**config.mk**
```make
export PLATFORM = sky130hd
export DESIGN_NAME = hazard_sequencer
export DESIGN_NICKNAME = d
export VERILOG_FILES = /design/src/rtl/hazard_sequencer.sv
export SDC_FILE = /design/constraint.sdc
export NUM_CORES = 1
export LEC_CHECK = 0
export CAP_MARGIN = 5
export CORE_ASPECT_RATIO = 0.5
export CORE_MARGIN = 10
export CORE_UTILIZATION = 45
export DETAILED_ROUTE_END_ITERATION = 10
export HOLD_SLACK_MARGIN = 0.08
export PLACE_DENSITY = 0.79
export SLEW_MARGIN = 10
export SYNTH_ARGS = -nofsm -noshare
export SYNTH_HDL_FRONTEND = slang
export SYNTH_SLANG_ARGS = --single-unit
```
**constraint.sdc**
```tcl
create_clock -name clk -period 2.5 [get_ports clk]
set_input_delay 0.5 -clock clk [delete_from_list [all_inputs] [get_ports clk]]
set_output_delay 0.5 -clock clk [all_outputs]
set_load 0.005 [all_outputs]
```
**src/rtl/hazard_sequencer.sv**
```systemverilog
// Hazard and flush sequencer for the 5-stage RISC-V pipeline: tracks in-flight destination
// registers, stalls PC and IF/ID on RAW hazards, squashes wrong-path work after taken branches.
module hazard_sequencer #(
  parameter bit FORWARDING   = 1'b1,
  parameter int FLUSH_CYCLES = 2,
  parameter int COUNT_W      = 16
) (
  input  logic               clk,
  input  logic               rst_n,
  input  logic [31:0]        instr_id,
  input  logic               instr_valid,
  input  logic               branch_taken,
  output logic               nop_o,
  output logic               pc_write_en,
  output logic               ifid_write_en,
  output logic               stall_o,
  output logic               flush_o,
  output logic [COUNT_W-1:0] stall_count,
  output logic [COUNT_W-1:0] flush_count
);

  localparam logic [6:0] OP_LUI    = 7'b0110111;
  localparam logic [6:0] OP_AUIPC  = 7'b0010111;
  localparam logic [6:0] OP_JAL    = 7'b1101111;
  localparam logic [6:0] OP_OP     = 7'b0110011;
  localparam logic [6:0] OP_STORE  = 7'b0100011;
  localparam logic [6:0] OP_BRANCH = 7'b1100011;
  localparam logic [6:0] OP_LOAD   = 7'b0000011;

  localparam logic [2:0] FLUSH_LOAD = 3'(FLUSH_CYCLES - 1);

  typedef struct packed {
    logic       valid;
    logic [4:0] rd;
    logic       is_load;
  } sb_entry_t;

  sb_entry_t r_ex, r_mem, r_wb;
  logic [2:0] r_flush_cnt;
  logic [COUNT_W-1:0] r_stall_count, r_flush_count;

  logic [6:0] w_opcode;
  logic [4:0] w_rd, w_rs1, w_rs2;
  logic w_uses_rs1, w_uses_rs2, w_writes_rd, w_is_load;
  logic w_ex_m1, w_ex_m2, w_mem_m1, w_mem_m2;
  logic w_hit_rs1, w_hit_rs2;
  logic w_hazard, w_flush, w_stall, w_issue;
  sb_entry_t w_id_entry;
  logic w_unused;

  assign w_opcode = instr_id[6:0];
  assign w_rd     = instr_id[11:7];
  assign w_rs1    = instr_id[19:15];
  assign w_rs2    = instr_id[24:20];

  assign w_uses_rs1  = (w_opcode != OP_LUI) && (w_opcode != OP_AUIPC) && (w_opcode != OP_JAL);
  assign w_uses_rs2  = (w_opcode == OP_OP) || (w_opcode == OP_STORE) || (w_opcode == OP_BRANCH);
  assign w_writes_rd = (w_opcode != OP_STORE) && (w_opcode != OP_BRANCH) && (w_rd != 5'd0);
  assign w_is_load   = (w_opcode == OP_LOAD);

  assign w_ex_m1  = r_ex.valid  && (r_ex.rd  == w_rs1);
  assign w_ex_m2  = r_ex.valid  && (r_ex.rd  == w_rs2);
  assign w_mem_m1 = r_mem.valid && (r_mem.rd == w_rs1);
  assign w_mem_m2 = r_mem.valid && (r_mem.rd == w_rs2);

  // With forwarding only a load in EX is too late to forward; without it EX and MEM both block.
  assign w_hit_rs1 = (w_rs1 != 5'd0) &&
                     (FORWARDING ? (w_ex_m1 && r_ex.is_load) : (w_ex_m1 || w_mem_m1));
  assign w_hit_rs2 = (w_rs2 != 5'd0) &&
                     (FORWARDING ? (w_ex_m2 && r_ex.is_load) : (w_ex_m2 || w_mem_m2));

  assign w_hazard = instr_valid && ((w_uses_rs1 && w_hit_rs1) || (w_uses_rs2 && w_hit_rs2));
  assign w_flush  = branch_taken || (r_flush_cnt != 3'd0);
  assign w_stall  = w_hazard && !w_flush;
  assign w_issue  = instr_valid && !(w_stall || w_flush);

  assign w_id_entry = '{valid: w_issue && w_writes_rd, rd: w_rd, is_load: w_is_load};

  // NOTE: outputs are gated by rst_n directly so the pipeline is frozen for the whole reset
  // assertion, not just from the next clock edge.
  assign stall_o       = rst_n && w_stall;
  assign flush_o       = rst_n && w_flush;
  assign nop_o         = !rst_n || w_stall || w_flush;
  assign pc_write_en   = rst_n && !w_stall;
  assign ifid_write_en = rst_n && !w_stall;
  assign stall_count   = r_stall_count;
  assign flush_count   = r_flush_count;

  // WB is tracked for visibility only: the register file writes before it reads.
  assign w_unused = ^{instr_id[31:25], instr_id[14:12], r_wb};

  // NOTE: every state register uses non-blocking assignment so all stages shift together.
  always_ff @(posedge clk or negedge rst_n) begin
    if (!rst_n) begin
      r_ex        <= '0;
      r_mem       <= '0;
      r_wb        <= '0;
      r_flush_cnt <= 3'd0;
    end else begin
      r_wb  <= r_mem;
      r_mem <= r_ex;
      r_ex  <= w_id_entry;
      if (branch_taken) begin
        r_flush_cnt <= FLUSH_LOAD;
      end else if (r_flush_cnt != 3'd0) begin
        r_flush_cnt <= r_flush_cnt - 3'd1;
      end
    end
  end

  always_ff @(posedge clk or negedge rst_n) begin
    if (!rst_n) begin
      r_stall_count <= '0;
      r_flush_count <= '0;
    end else begin
      if (w_stall && (r_stall_count != '1)) begin
        r_stall_count <= r_stall_count + 1'b1;
      end
      if (w_flush && (r_flush_count != '1)) begin
        r_flush_count <= r_flush_count + 1'b1;
      end
    end
  end

endmodule

```
==> results.md, run 1 <==
- Status: finished, violations left
- Violated checks: negative setup slack
- Hold crit path type: primary input to async pin
- Clock Skew: 0.00690 ns
- RSZ-0062 raised after global routing: yes
- Pre-CTS setup slack: -0.596 ns
- Leakage power: 1.39 nW
- Worst r2r src: r_ex[1]
- Synthesized instance count: 204
- Row Count: 17
- Initial Util: 48.0%
- Clock latency on the worst-skew pair: 0.28 ns
- Nets: 335
- Via density: between 5 and 6
- Core area: 0.00451 mm^2
- Root buf cell: clkbuf_8
- Max VDD drop: 580 uV
- Pin count of the biggest net entering global routing: 27
- Antenna Cells: 0
- Synth Area in Simple Gates: between 20% and 30%
- Layout cells sized above 1: 22.0%
- Crit-path max FO: 2
- Crit path largest cell delay: about 0.53 ns
- Synth Cell Area: between 0.002 and 0.0025 mm^2
- Synth Flop Type: dfrtp_1
- Worst-path cell chain: clkdlybuf4s15_1 -> or4_4 -> a21oi_2 -> buf_4 -> buf_4 -> o32ai_2 -> and3_1 -> buf_2
- CTS tree: done
- Syn nets: 244
- Syn. warnings: 0
- Final Hold Viols: 0
- Routed via count: 1,822
- Placed Cells incl. Taps: roughly 350
- Adder-cell area share of the yosys netlist: 2.31%
- Final setup viols: 1
- Sequential area share after synthesis: 48.6%
- Vias in the first global route: 1,893
- XOR/XNOR Fraction of Synth Area: 15.4%
- Chip Height: 69.0 um
- Crit Path Category: primary input to output pin
- TritonCTS buffer count: 5
- Critical Path Most Common Cell: buf_4
- Main combinational cell family by area after synthesis: simple AND/OR/NAND/NOR gates
- Tmin final: 2.52 ns
- Drt initial violations: 59
- Port buffer count: 62
- Ports: 73
- Mean Syn Cell Area: 10.6 um^2
- Netlist cell types: 39
- Drt wl/cell: 15.7 um
- Die area: 0.00815 mm^2
- Worst slew pin tran: about 0.44 ns
- Cell with the largest stage delay on the worst path: or4_4
- Routed wire length: 5.67 mm
- CP top delay family: simple AND/OR/NAND/NOR gates
- Post-DP HPWL: 4.35 mm
- CTS Buffer Depth: 2
- Fin cells: 361
- H-tree Lvls: 2
- Worst setup EP type: output pin
- Initial antenna violation count: 0
- Setup slack after layout: -0.0203 ns
- Post-route clock period utilization: 101%
- Number of remaining DRC errors: 0
- Slew HR: 70.5%
- Gr usage total: 13.5%
- Worst-path clk slew: roughly 0.08 ns
- DRT Pass-1 Iters: 4
- Clk sink count: 42
- Leading post-synthesis cells by cell area: dfrtp_1 49%, xnor2_1 8.9%, xor2_1 6.5%, nand4_1 3.2%, nand2_1 3.1%
- Yosys top cell by area: dfrtp_1
- Fmax: approximately 0.4 GHz
- Worst path required time: 2.00 ns
- R2R Setup Slk: 0.36 ns
- Die W: about 120 um
- Post-route setup TNS: -0.0203 ns
- Compound-Gate Fraction of Synth Area: 5.03%
- Buffers plus inverters on the worst setup path: 4
- Number of enable flip-flop cells after synthesis: 0
- Gpl congestion: 0.823
- Pwr dens: 583 mW/mm^2
- Post-route ant nets: 0
- Max Slew Vio Count: 0
- Mux contribution to synthesized area: 1.56%
- Crit path from: instr_id[18]
- Worst Path Arrival: about 2.0 ns
- Synth top area share: between 40% and 50%
- Layout Area Growth over Synthesis: 47.8%
- Max cap viols: 0
- Async set-reset flop share out of synthesis: 100%
- First-pass GRT wire length: about 9.3 mm
- Grt total ovfl: 0
- Flops & latches, synth: 42
- Worst setup SP type: primary input
state kept, by name, indices dropped and copies added (netlist names):
| name | cells |
|---|---|
| flush_count | 16 |
| r_flush_cnt | 3 |
| r_ex | 7 |
| stall_count | 16 |
worst reg2reg max path, stage by stage, from the launching register on:
cell	delay [ns]
dfrtp_1	0.43
xor2_2	0.18
nor4b_4	0.27
nand4b_1	0.25
o22ai_4	0.21
buf_4	0.27
nand2_1	0.12
mux2_1	0.31
power breakdown:
group	switching (mW)	total (mW)	internal [mW]
sequential	0.104	0.876	0.771
combinational	0.236	0.584	0.348
clock	0.217	0.404	0.187
total	0.557	1.86	1.31
layer usage:
metal	up-vias	GRT usage, %	part of all wire [%]
met5	-	0	0
met4	0	3.23	0.90
met3	4	3.40	3.8
met2	38	24.5	51
met1	887	15.5	44
li1	893	-	-
worst paths after layout:
kind / depth (start not counted) / to
worst min-delay path: 2 / flush_count[12]
worst max-delay path: 8 / stall_o
min in group clk: 1 / flush_count[9]
max in group asynchronous: 2 / stall_count[13]
worst min register to register: 1 / flush_count[9]
worst max register to register: 7 / stall_count[1]
through the flow:
step	cell area (um^2)	util, %	power (mW)	hold WS (ns)
5_1_grt	3200	70.9	1.99	0.235
4_1_cts	3120	69.1	1.86	0.232
6_report	3200	70.9	1.86	0.229
3_5_place_dp	2970	65.9	1.44	0.483
2_1_floorplan	2160	-	1.12	0.204
3_3_place_gp	2970	65.9	1.41	0.470
cells in the mapped netlist, types with 3 or more instances:
master	instances
a211oi_1	3
nor3b_1	3
xnor2_1	22
nand4_2	3
nand4_1	11
dfrtp_1	42
nor3_1	3
inv_1	7
nor2_1	17
nand3_1	10
nand2_1	18
ha_1	4
xor2_1	16
a21oi_1	5
nand2b_1	3
and3_1	8
cell type report:
type	instances	area, um^2
flip-flops and latches	42	1050
multi-input cells	152	1170
well taps	66	82.6
repair buffers	87	793
fillers	349	1310
clock buffers	5	68.8
inverters	7	26.3
clock inverters	2	10.0
layout by cell type, fill, tap and decap left out, types with 5 or more instances in the layout:
cell type,instances
dlygate4sd2_1,9
nor2_1,16
xor2_1,15
nand4_1,11
clkdlybuf4s50_1,43
and3_1,8
buf_4,24
xnor2_1,22
clkbuf_8,5
nand2_1,17
nand3_1,9
inv_1,7
dfrtp_1,42
cells by family after synthesis:
family          after synthesis
compound gates               15
xor+xnor                     38
fa+ha+maj                     4
buf+inv                      10
flops                        42
mux                           3
simple gates                 92
repair_timing:
action,in CTS,in global routing
hold buffers,0,0
hold endpoints to repair,0,0
endpoints found under the setup margin,5,5
buffers inserted,4,3
pin swaps,12,10
gates resized for setup,46,11
(Power assumes the default switching activity.)
==> run 2: changes to the inputs <==
--- a/config.mk
+++ b/config.mk
@@ -8,10 +8,10 @@
 export CAP_MARGIN = 5
 export CORE_ASPECT_RATIO = 0.5
 export CORE_MARGIN = 10
-export CORE_UTILIZATION = 45
+export CORE_UTILIZATION = 49
 export DETAILED_ROUTE_END_ITERATION = 10
 export HOLD_SLACK_MARGIN = 0.08
-export PLACE_DENSITY = 0.79
+export PLACE_DENSITY = 0.85
 export SLEW_MARGIN = 10
 export SYNTH_ARGS = -nofsm -noshare
 export SYNTH_HDL_FRONTEND = slang
==> constraint.sdc (replaced) <==
create_clock -name clk -period 3 [get_ports clk]
set_input_delay 0.6 -clock clk [delete_from_list [all_inputs] [get_ports clk]]
set_output_delay 0.6 -clock clk [all_outputs]
set_load 0.005 [all_outputs]
==> run 2 against run 1 <==
Against the previous run: the flow now finishes without violations; worst setup slack improved by 0.15 ns; final cell count decreased by 5.3%; clock-buffer cell count is the same; sequential share of layout area grew 0.98 points; critical endpoint is now nop_o; die area decreased by 6.3%; worst hold slack improved by 0.080 ns; register-to-register slack better by 0.24 ns; total power shrank 19%; clock skew rose by 0.0023 ns; sequential cell count unchanged; critical path type unchanged; non-clock buffer count shrank 7; sequential power fell by 17%.
==> results.md, run 2 (same netlist as run 1, synthesis figures left out) <==
- Status: finished, final reports clean (was finished, violations left)
- Clock latency on the worst-skew pair: 0.29 ns (was 0.28 ns)
- Design area: 0.00311 mm^2 (was 0.00320 mm^2)
- H-tree Lvls: 2 (unchanged)
- Fin cells: 342 (was 361)
- Leakage power: 1.38 nW (was 1.39 nW)
- Max layer used: met4 (unchanged)
- Setup slack after layout: 0.131 ns (was -0.0203 ns)
- Row Count: 16 (was 17)
- Worst-path cell chain: clkdlybuf4s50_1 -> or3b_4 -> a21oi_4 -> or2_4 -> o22ai_4 -> nor2_2 -> nand2_1 -> clkdlybuf4s15_1 (was clkdlybuf4s15_1 -> or4_4 -> a21oi_2 -> buf_4 -> buf_4 -> o32ai_2 -> and3_1 -> buf_2)
- Total power: 1.52 mW (was 1.86 mW)
- Drt initial violations: 76 (was 59)
- RSZ-0062 raised after global routing: no (was yes)
- Fin util: 76.0% (was 70.9%)
- Fmax: 0.349 GHz
- M1 WL: 2.18 mm (was 2.49 mm)
- Core area: 0.00408 mm^2 (was 0.00451 mm^2)
- Port buffer count: 62 (unchanged)
- Pwr dens: 489 mW/mm^2 (was 583 mW/mm^2)
- TritonCTS buffer count: 5 (unchanged)
- Max cap viols: 0 (unchanged)
- DRT Pass-1 Iters: 4 (unchanged)
- Final Hold Viols: 0 (unchanged)
- Final setup viols: 0 (was 1)
- Antenna Cells: 0 (unchanged)
- Placed Cells incl. Taps: 331 (was 347)
- Number of remaining DRC errors: 0 (unchanged)
- Pre-CTS setup slack: -0.325 ns (was -0.596 ns)
- Buffers plus inverters on the worst setup path: 2 (was 4)
- Die area: 0.00763 mm^2 (was 0.00815 mm^2)
- DP Area: 0.00293 mm^2 (was 0.00297 mm^2)
- Crit-path max FO: 3 (was 2)
- Fin Hold WS: 0.309 ns (was 0.229 ns)
- Worst path required time: 2.40 ns (was 2.00 ns)
- Metal3 WL: 276 um (was 214 um)
- Slew HR: 72.0% (was 70.5%)
- Hold crit path type: primary input to async pin (unchanged)
- Hold-fix buffers, CTS: 0 (unchanged)
- Crit path largest cell delay: 0.47 ns (was 0.53 ns)
- R2R Setup Slk: 0.60 ns (was 0.36 ns)
- Worst Path Arrival: 2.27 ns (was 2.02 ns)
- Post-DP HPWL: 4.32 mm (was 4.35 mm)
- Grt total ovfl: 0 (unchanged)
- Nets: 328 (was 335)
- Initial antenna violation count: 0 (unchanged)
- Gr usage total: 15.1% (was 13.5%)
- CP top delay family: simple AND/OR/NAND/NOR gates (unchanged)
- Die W: 114 um (was 118 um)
- Vias in the first global route: 1,873 (was 1,893)
- Layout Area Growth over Synthesis: 43.6% (was 47.8%)
- Most frequent cells in the layout: 50 x clkdlybuf4s50_1, 42 x dfrtp_1, 22 x xnor2_1 (was 43 x clkdlybuf4s50_1, 42 x dfrtp_1, 24 x buf_4)
- Post-route setup TNS: 0 ns (was -0.0203 ns)
- Worst-path clk slew: 0.08 ns (about the same)
- Tmin final: 2.87 ns
- Clock Skew: 0.00919 ns (was 0.00690 ns)
- Met2 Wirelength: 3.02 mm (was 2.91 mm)
- Max VDD drop: 512 uV (was 580 uV)
- Drt wl/cell: 16.3 um (was 15.7 um)
- Root buf cell: clkbuf_8 (unchanged)
- CTS tree: done (unchanged)
- First-pass GRT wire length: 9.28 mm (was 9.31 mm)
- Routed wire length: 5.57 mm (was 5.67 mm)
- Initial Util: 53.0% (was 48.0%)
- Ports: 73 (unchanged)
- CTS Buffer Depth: 2 (unchanged)
- Post-route ant nets: 0 (unchanged)
- Crit Path Category: primary input to output pin (unchanged)
- Layout cells sized above 1: 17.0% (was 22.0%)
- Max Slew Vio Count: 0 (unchanged)
- Post-route clock period utilization: 95.6%
- Gpl congestion: 0.795 (was 0.823)
- Chip Height: 67.0 um (was 69.0 um)
- Via density: 5.27 (was 5.05)
- Pin count of the biggest net entering global routing: 26 (was 27)
- Worst setup EP type: output pin (unchanged)
- Worst setup SP type: primary input (unchanged)
- Clk sink count: 42 (unchanged)
- Number of fill cells in the layout: 290 (was 349)
- Commonest non-fill, non-tap cell in the layout: clkdlybuf4s50_1 (unchanged)
- Cell with the largest stage delay on the worst path: clkdlybuf4s50_1 (was or4_4)
- Routed via count: 1,802 (was 1,822)
- Worst slew pin tran: 0.414 ns (was 0.439 ns)
==> run 2: changes by cell type in the layout (fill, tap and decap cells not counted), moves of 2 or more <==
| cell | delta |
|---|---|
| buf_2 | -2 |
| buf_4 | -6 |
| buf_6 | -3 |
| clkdlybuf4s15_1 | -2 |
| clkdlybuf4s50_1 | +7 |
| dlygate4sd2_1 | -4 |
| dlymetal6s2s_1 | +3 |
| ha_1 | +2 |
==> run 2: power by group <==
part | leakage, nW | internal, mW | switching, mW
Sequential | 0.554 | 0.643 | 0.0880
Clock | 0.0438 | 0.156 | 0.182
Combinational | 0.785 | 0.262 | 0.187
Total | 1.38 | 1.06 | 0.457
==> run 2: worst paths after layout <==
check                          startpoint  depth (start not counted)        endpoint
max                           instr_id[4]                          8           nop_o
min                                 rst_n                          2  r_flush_cnt[2]
max reg2reg                r_flush_cnt[0]                         10  stall_count[1]
min reg2reg                flush_count[9]                          1  flush_count[9]
max in group asynchronous           rst_n                          2  stall_count[1]
min in group clk           flush_count[9]                          1  flush_count[9]
==> run 2: layout make-up <==
cell class | instances | area, um^2 | area share [%]
Clock buffer | 5 | 68.8 | 2.22
Clock inverter | 2 | 10.0 | 0.322
Inverter | 7 | 26.3 | 0.846
Multi-Input combinational cell | 152 | 1120 | 36.2
Sequential cell | 42 | 1050 | 33.8
Tap cell | 54 | 67.6 | 2.18
Timing Repair Buffer | 80 | 757 | 24.4
==> run 2: what timing repair did <==
action,CTS,global route
gates resized for setup,12,12
setup endpoints to repair,4,4
endpoints found under the hold margin,0,0
pin swaps,5,10
setup buffers,2,3
==> run 2: per-layer routing <==
metal	GRT usage, %	vias to the layer above
met2	29.0	32
met3	4.47	12
li1	-	875
met4	4.97	0
met5	0	-
met1	15.6	883
